**src/rtl/reg_bank_pkg.sv**
```systemverilog
// Shared widths and types for the mini-processor register file, decoder and ALU.
// Optional build macro REG_BANK_BYPASS_EN is consumed by reg_bank_read_port.
package reg_bank_pkg;

  localparam int DATA_W   = 8;
  localparam int ADDR_W   = 3;
  localparam int NUM_REGS = 1 << ADDR_W;

  typedef logic [DATA_W-1:0] reg_data_t;
  typedef logic [ADDR_W-1:0] reg_idx_t;

endpackage

```
**src/rtl/reg_bank_read_port.sv**
```systemverilog
// One combinational read port: NUM_REGS:1 mux, forced to zero while in reset.
// Build macro REG_BANK_BYPASS_EN adds write-through forwarding from the write port.
module reg_bank_read_port
  import reg_bank_pkg::*;
(
  input  logic                      rst_n,
  input  reg_data_t [NUM_REGS-1:0]  regs,
  input  reg_idx_t                  rd_idx,
  input  reg_idx_t                  wr_idx,
  input  reg_data_t                 wr_data,
  output reg_data_t                 rd_data
);

`ifdef REG_BANK_BYPASS_EN
  always_comb begin
    rd_data = '0;
    if (rst_n) begin
      // The value being written this cycle wins over the stale stored value.
      if (rd_idx == wr_idx) rd_data = wr_data;
      else                  rd_data = regs[rd_idx];
    end
  end
`else
  logic unused_bypass;
  assign unused_bypass = ^{wr_idx, wr_data};

  always_comb begin
    rd_data = '0;
    if (rst_n) rd_data = regs[rd_idx];
  end
`endif

endmodule

```
**src/rtl/reg_bank.sv**
```systemverilog
// 8x8 register file: two combinational read ports, one write every rising edge (no enable).
// Build macro REG_BANK_BYPASS_EN enables same-cycle write-through on both read ports.
module reg_bank
  import reg_bank_pkg::*;
(
  input  logic      clk,
  input  logic      rst_n,
  output reg_data_t readData1,
  output reg_data_t readData2,
  input  reg_idx_t  readRegister1,
  input  reg_idx_t  readRegister2,
  input  reg_idx_t  writeRegister,
  input  reg_data_t writeData
);

  reg_data_t [NUM_REGS-1:0] regs;

  // The controller parks unused writes on a scratch register, so every edge writes.
  always_ff @(posedge clk or negedge rst_n) begin
    if (!rst_n) regs <= '0;
    else        regs[writeRegister] <= writeData;
  end

  reg_bank_read_port u_read_port1 (
    .rst_n   (rst_n),
    .regs    (regs),
    .rd_idx  (readRegister1),
    .wr_idx  (writeRegister),
    .wr_data (writeData),
    .rd_data (readData1)
  );

  reg_bank_read_port u_read_port2 (
    .rst_n   (rst_n),
    .regs    (regs),
    .rd_idx  (readRegister2),
    .wr_idx  (writeRegister),
    .wr_data (writeData),
    .rd_data (readData2)
  );

endmodule

```
**config.mk**
```make
export PLATFORM = sky130hd
export DESIGN_NAME = reg_bank
export DESIGN_NICKNAME = d
export VERILOG_FILES = /design/src/rtl/reg_bank_pkg.sv /design/src/rtl/reg_bank_read_port.sv /design/src/rtl/reg_bank.sv
export SDC_FILE = /design/constraint.sdc
export NUM_CORES = 1
export LEC_CHECK = 0
export BUFFER_PORTS_ARGS = -buffer_cell sky130_fd_sc_hd__buf_2
export CAP_MARGIN = 20
export CORE_ASPECT_RATIO = 0.6
export CORE_MARGIN = 4
export CORE_UTILIZATION = 30
export DETAILED_ROUTE_END_ITERATION = 7
export MAX_ROUTING_LAYER = met4
export PLACE_DENSITY = 0.46
export SKIP_CTS_REPAIR_TIMING = 1
export SYNTH_ARGS = -nofsm -noshare
export SYNTH_HDL_FRONTEND = slang
export SYNTH_HIERARCHICAL = 1
export SYNTH_SLANG_ARGS = --single-unit
```
**constraint.sdc**
```tcl
create_clock -name clk -period 4.92 [get_ports clk]
set_clock_uncertainty 0.1 [all_clocks]
set_input_delay 0.984 -clock clk [delete_from_list [all_inputs] [get_ports clk]]
set_output_delay 0.984 -clock clk [all_outputs]
set_load 0.05 [all_outputs]
```
==> results.txt, run 1 <==
core region area: 11500 µm²
Fillers: 1144
IO Pins: 35
top layer reached by signal wires: met4
routed via count: 2077
final setup fails: 0
post-synthesis instance total: 215
Met1 Wirelength: 4950 µm
worst reg-to-reg setup slack: 4.02 ns
HPWL after DPL: 5750 µm
GRT overflow: 0
sequential-to-total area share from yosys stat: 0.448
number of iterations in the first detailed-routing pass: 4
nets: 267
syn nets: 234
crit end category: output port
RR Endpoint: regs[11]
Power Density: 425 nW/µm²
area of the die: 13800 µm²
top flop regs: regs: 64 flops
VDD IR max: 0.000187 V
Reg with most FFs: regs
antenna diode count: 0
Flop pwr share: 0.399
Period Utilization, post-route: 0.738
DRT Wirelength: 9140 µm
FF+latch count, synth: 64
Max Freq: 275 MHz
initial antenna violation count: 0
vias in the first global route: 2105
relative slew slack: 0.422
sum of buffers and inverters on the critical path: 2
clock network power share: 0.370
Leakage: 0.00177 µW
launching point of the worst reg2reg path: regs[11]
Area growth syn-to-layout: 15.3%
kind of critical path: in2out
Reg clk slew, reported paths: 0.05 ns
delay-heaviest family, CP: multiplexers
WHS Path Cells: 1
Top cell by count, worst path: buf_2
Die H: 92.6 µm
Worst path slowest cell: mux4_1
Tot GR Track Use: 0.147
Internal: 1250 µW
layout cell share with drive strength beyond 1: 0.542
outcome: completed
remaining antenna violation count: 0
CP peak stage delay: 0.63 ns
startpoint types: primary input
Met2 Wirelength: 3730 µm
Max Cap Viol: 0
# DRC: 0
H-tree Lvls: 3
Mapped Area: 3580 µm²
final worst slack: 1.29 ns
row count: 30
Psw: 498 µW
Worst-Margin Slew: 0.867 ns
max FFs per register: 64
most frequent cells in the layout: mux2_2, dfrtp_1, buf_2
RSZ-0062 raised after global routing: false
min-delay worst type: reg2reg
met3 wire len: 376 µm
Clk Tree Root Cell: clkbuf_16
Skew-Pair Late Insertion Delay: 0.33 ns
min Tclk post-route: 3.63 ns
TritonCTS clock tree: done
Yosys Warn Count: 6
I/O Buffers: 34
dpl ws: 1.25 ns
R2R cell count: 1
via/cell ratio: 5.03
critical path depth in cells: 5
first-pass GRT wire length: 14000 µm
clk sinks: 64
Routed WL per cell: 22.1 µm
Slew Limit Fails: 0
setup TNS: 0 ns
crit path capture: readData1[7]
chip width: 149 µm
Critical Path Source: readRegister1[1]
CTS buffer count: 9
WP data arrival: 2.55 ns
clock buffer depth: 2
Final Hold Fails: 0
Starting Density: 0.312
average cell area after synthesis: 16.6 µm²
Netlist cell types: 15
Iter 0 DRT Violations: 54
combinational share of power: 0.232
Critical Path RT: 3.84 ns
fraction of power spent switching nets: 0.284
largest net degree at the start of global routing: 65
critical path peak fanout: 16
crit-path cells: buf_2, mux4_1, mux2i_1, nor2_1, buf_2
GPL Wtd Cong: 0.729
[power by group through the flow]
stage / sequential [µW] / clock [µW] / combinational (µW)
after global routing: 714 / 689 / 437
final: 699 / 647 / 406
after CTS: 697 / 660 / 412
after floorplan: 677 / 0 / 335
after detailed placement: 706 / 0 / 411
after global placement: 704 / 0 / 407
[worst min path at each step]
stage,slack (ns),endpoint,from
floorplan,0.38,regs[24],regs[24]
global placement,0.40,regs[26],regs[26]
detailed placement,0.41,regs[25],regs[25]
CTS,0.42,regs[25],regs[25]
global route,0.43,regs[25],regs[25]
finish,0.42,regs[24],regs[24]
[per-stage QoR]
| step | instances | hold slack [ns] | util | cell area, µm² | total power, µW |
|---|---|---|---|---|---|
| after detailed placement | 397 | 0.408 | 0.333 | 3820 | 1120 |
| final | 413 | 0.416 | 0.359 | 4130 | 1750 |
| after global placement | 397 | 0.399 | 0.333 | 3820 | 1110 |
| after CTS | 413 | 0.420 | 0.359 | 4130 | 1770 |
| after floorplan | 215 | 0.385 | - | 3580 | 1010 |
| after global routing | 413 | 0.427 | 0.359 | 4130 | 1840 |
[layer usage]
layer	global-route usage	vias to the layer above
li1	-	921
met1	0.224	1111
met2	0.187	36
met3	0.0450	9
met4	0.0343	0
met5	-	-
[synthesized netlist by cell type]
master / number / area [µm²]
nand3_2: 1 / 10.0
buf_12: 2 / 40.0
mux2_2: 64 / 721
buf_4: 2 / 15.0
mux4_1: 16 / 420
dfrtp_1: 64 / 1600
mux2i_1: 16 / 160
nor3_4: 1 / 16.3
nand3b_2: 3 / 33.8
mux4_2: 16 / 360
nor2_1: 16 / 60.1
nor3b_4: 3 / 56.3
buf_2: 4 / 20.0
buf_6: 5 / 56.3
inv_1: 2 / 7.51
[area by class of cell]
type                    count  area [µm²]  area share
clock buffers              13         260      0.0631
clock inverters             3        40.0     0.00971
inverters                   2        7.51     0.00182
multi-input cells         136        1840       0.446
flip-flops and latches     64        1600       0.388
well taps                 160         200      0.0485
repair buffers             35         178      0.0431
[kinds of logic after synthesis]
group	after synthesis	synth area share
multiplexers	112	0.464
flip-flops	64	0.448
AND/OR/NAND/NOR	24	0.0493
buffers and inverters	15	0.0388
Power figures use the tool's default switching activity.
==> run 2, diff against run 1 <==
--- a/config.mk
+++ b/config.mk
@@ -5,6 +5,7 @@
 export SDC_FILE = /design/constraint.sdc
 export NUM_CORES = 1
 export LEC_CHECK = 0
+export ABC_AREA = 1
 export BUFFER_PORTS_ARGS = -buffer_cell sky130_fd_sc_hd__buf_2
 export CAP_MARGIN = 20
 export CORE_ASPECT_RATIO = 0.6
==> constraint.sdc (replaced) <==
create_clock -name clk -period 3.6 [get_ports clk]
set_clock_uncertainty 0.1 [all_clocks]
set_input_delay 0.72 -clock clk [delete_from_list [all_inputs] [get_ports clk]]
set_output_delay 0.72 -clock clk [all_outputs]
set_load 0.05 [all_outputs]
==> results.txt, run 2 <==
delay-heaviest family, CP: buffers and inverters (was multiplexers)
FF+latch area: 1600 µm² (unchanged)
via/cell ratio: 4.83 (was 5.03)
vias in the first global route: 4321 (was 2105)
TritonCTS clock tree: done (unchanged)
placed insts: 912 (was 397)
Critical Path RT: 2.78 ns (was 3.84 ns)
area leader, netlist: dfrtp_1 (unchanged)
Slew Limit Fails: 0 (unchanged)
largest cells by area after synthesis: dfrtp_1, nand2_1, inv_1 (was dfrtp_1, mux2_2, mux4_1)
Power Density: 480 nW/µm² (was 425 nW/µm²)
Leakage: 0.00287 µW (was 0.00177 µW)
outcome: completed (unchanged)
Worst-Margin Slew: 0.751 ns (was 0.867 ns)
Clk Tree Root Cell: clkbuf_16 (unchanged)
Reg with most FFs: regs (unchanged)
crit end category: output port (unchanged)
Pwr Total: 2360 µW (was 1750 µW)
xor-xnor portion of the synthesized cell area: 0 (unchanged)
combinational family with the most area after synthesis: simple AND/OR/NAND/NOR gates (was multiplexers)
Die H: 103 µm (was 92.6 µm)
Tot GR Track Use: 0.193 (was 0.147)
Post-synth top flop: dfrtp_1 (unchanged)
startpoint types: primary input (unchanged)
syn nets: 741 (was 234)
chip width: 166 µm (was 149 µm)
relative slew slack: 0.499 (was 0.422)
Fillers: 1667 (was 1144)
critical path peak fanout: 32 (was 16)
min Tclk post-route: 2.96 ns
Max Freq: 338 MHz
min-delay worst type: in2async (was reg2reg)
FF+latch count, synth: 64 (unchanged)
Period Utilization, post-route: 0.823
dpl ws: 0.670 ns (was 1.25 ns)
GPL Wtd Cong: 0.859 (was 0.729)
Synth Area in Adders: 0 (unchanged)
number of iterations in the first detailed-routing pass: 7 (was 4)
CTS buffer count: 9 (unchanged)
largest net degree at the start of global routing: 37 (was 65)
clk sinks: 64 (unchanged)
Routed WL per cell: 16.9 µm (was 22.1 µm)
Iter 0 DRT Violations: 438 (was 54)
setup TNS: 0 ns (unchanged)
layout cell share with drive strength beyond 1: 0.0890 (was 0.542)
compound-gate portion of the synthesized area: 0.00886 (was 0)
max FFs per register: 64 (unchanged)
# DRC: 0 (unchanged)
Final Hold Fails: 0 (unchanged)
Skew-Pair Late Insertion Delay: 0.33 ns (about the same)
DRT Wirelength: 15600 µm (was 9140 µm)
antenna diode count: 0 (unchanged)
row count: 34 (was 30)
Reg clk slew, reported paths: 0.05 ns (about the same)
Hold WS: 0.201 ns (was 0.416 ns)
I/O Buffers: 34 (unchanged)
nets: 744 (was 267)
count leader, synth: nand2_1
Multi-input gate area: 2010 µm² (was 1840 µm²)
Max Cap Viol: 0 (unchanged)
Area growth syn-to-layout: 8.47% (was 15.3%)
sequential-to-total area share from yosys stat: 0.354 (was 0.448)
Finished Layout Cells: 928 (was 413)
sum of buffers and inverters on the critical path: 3 (was 2)
CP peak stage delay: 0.34 ns (was 0.63 ns)
Worst path slowest cell: buf_2 (was mux4_1)
H-tree Lvls: 3 (unchanged)
most frequent cells after synthesis: nand2_1, inv_1, nand3_1, dfrtp_1, nand4_1 (was dfrtp_1, mux2_2)
post-synthesis instance total: 722 (was 215)
routed via count: 4481 (was 2077)
most common cell after layout, fill and taps aside: nand2_1
area of the die: 17200 µm² (was 13800 µm²)
average cell area after synthesis: 6.26 µm² (was 16.6 µm²)
remaining antenna violation count: 0 (unchanged)
most frequent cells in the layout: nand2_1, inv_1, nand3_1 (was mux2_2, dfrtp_1, buf_2)
Yosys Warn Count: 6 (unchanged)
GRT overflow: 0 (unchanged)
Synth Area in Simple Gates: 0.436 (was 0.0493)
HPWL after DPL: 10700 µm (was 5750 µm)
final setup fails: 0 (unchanged)
WP data arrival: 2.14 ns (was 2.55 ns)
final worst slack: 0.637 ns (was 1.29 ns)
post-synth top area share: 0.354 (was 0.448)
core region area: 14600 µm² (was 11500 µm²)
clock buffer depth: 2 (unchanged)
mux cell area share after synthesis: 0 (was 0.464)
Post-synth ARST share: 1.00 (unchanged)
Starting Density: 0.309 (was 0.312)
first-pass GRT wire length: 24600 µm (was 14000 µm)
Mapped Area: 4520 µm² (was 3580 µm²)
Post-synth EDFFs: 0 (unchanged)
VDD IR max: 0.000211 V (was 0.000187 V)
IO Pins: 35 (unchanged)
crit-path cells: buf_2, inv_4, nand2_1, nand3_1, nand3_1, nand2_1, nor2_1, buf_2 (was buf_2, mux4_1, mux2i_1, nor2_1, buf_2)
kind of critical path: in2out (unchanged)
initial antenna violation count: 0 (unchanged)
Netlist cell types: 16 (was 15)
RSZ-0062 raised after global routing: false (unchanged)
top flop regs: regs: 64 flops (unchanged)
==> run 2: metrics by stage <==
stage | instance area [µm²] | utilization
6_report | 4900 | 0.335
5_1_grt | 4900 | 0.335
4_1_cts | 4900 | 0.335
3_5_place_dp | 4640 | 0.317
3_3_place_gp | 4640 | 0.317
2_1_floorplan | 4520 | -
==> run 2: power breakdown <==
group          switching [µW]  internal, µW
Combinational             416           179
Sequential                105           835
Clock                     337           483
==> run 2: cell families (layout without fill, tap and decap cells) <==
| group | after synthesis | in the layout |
|---|---|---|
| and+or+nand+nor | 457 | 457 |
| buffers and inverters | 193 | 201 |
| DFF | 64 | 64 |
| AOI/OAI and AO/OA | 8 | 8 |
==> run 2: path summary, 6_finish.rpt <==
check                           slack, ns              from  depth (start not counted)            to
worst max-delay path                 0.64  readRegister1[0]                          8  readData1[3]
worst min-delay path                 0.20             rst_n                          1      regs[55]
worst max register to register       2.73          regs[60]                          2      regs[60]
worst min register to register       0.40           regs[8]                          2       regs[8]
max in group asynchronous            2.40             rst_n                          2      regs[10]
min in group clk                     0.40           regs[8]                          2       regs[8]
==> run 2: final cells by class <==
cell class	instances	area share
repair buffers	42	0.0475
flip-flops and latches	64	0.327
multi-input cells	465	0.410
clock inverters	3	0.00357
well taps	198	0.0505
clock buffers	13	0.0510
inverters	143	0.111
==> run 2: layer usage <==
metal	wire length, µm	global-route usage	vias to the layer above	part of all wire
met1	8020	0.275	2086	0.51
met5	0	-	-	0
li1	-	-	2189	-
met4	333	0.0616	0	0.021
met2	6050	0.260	178	0.39
met3	1230	0.0575	28	0.078
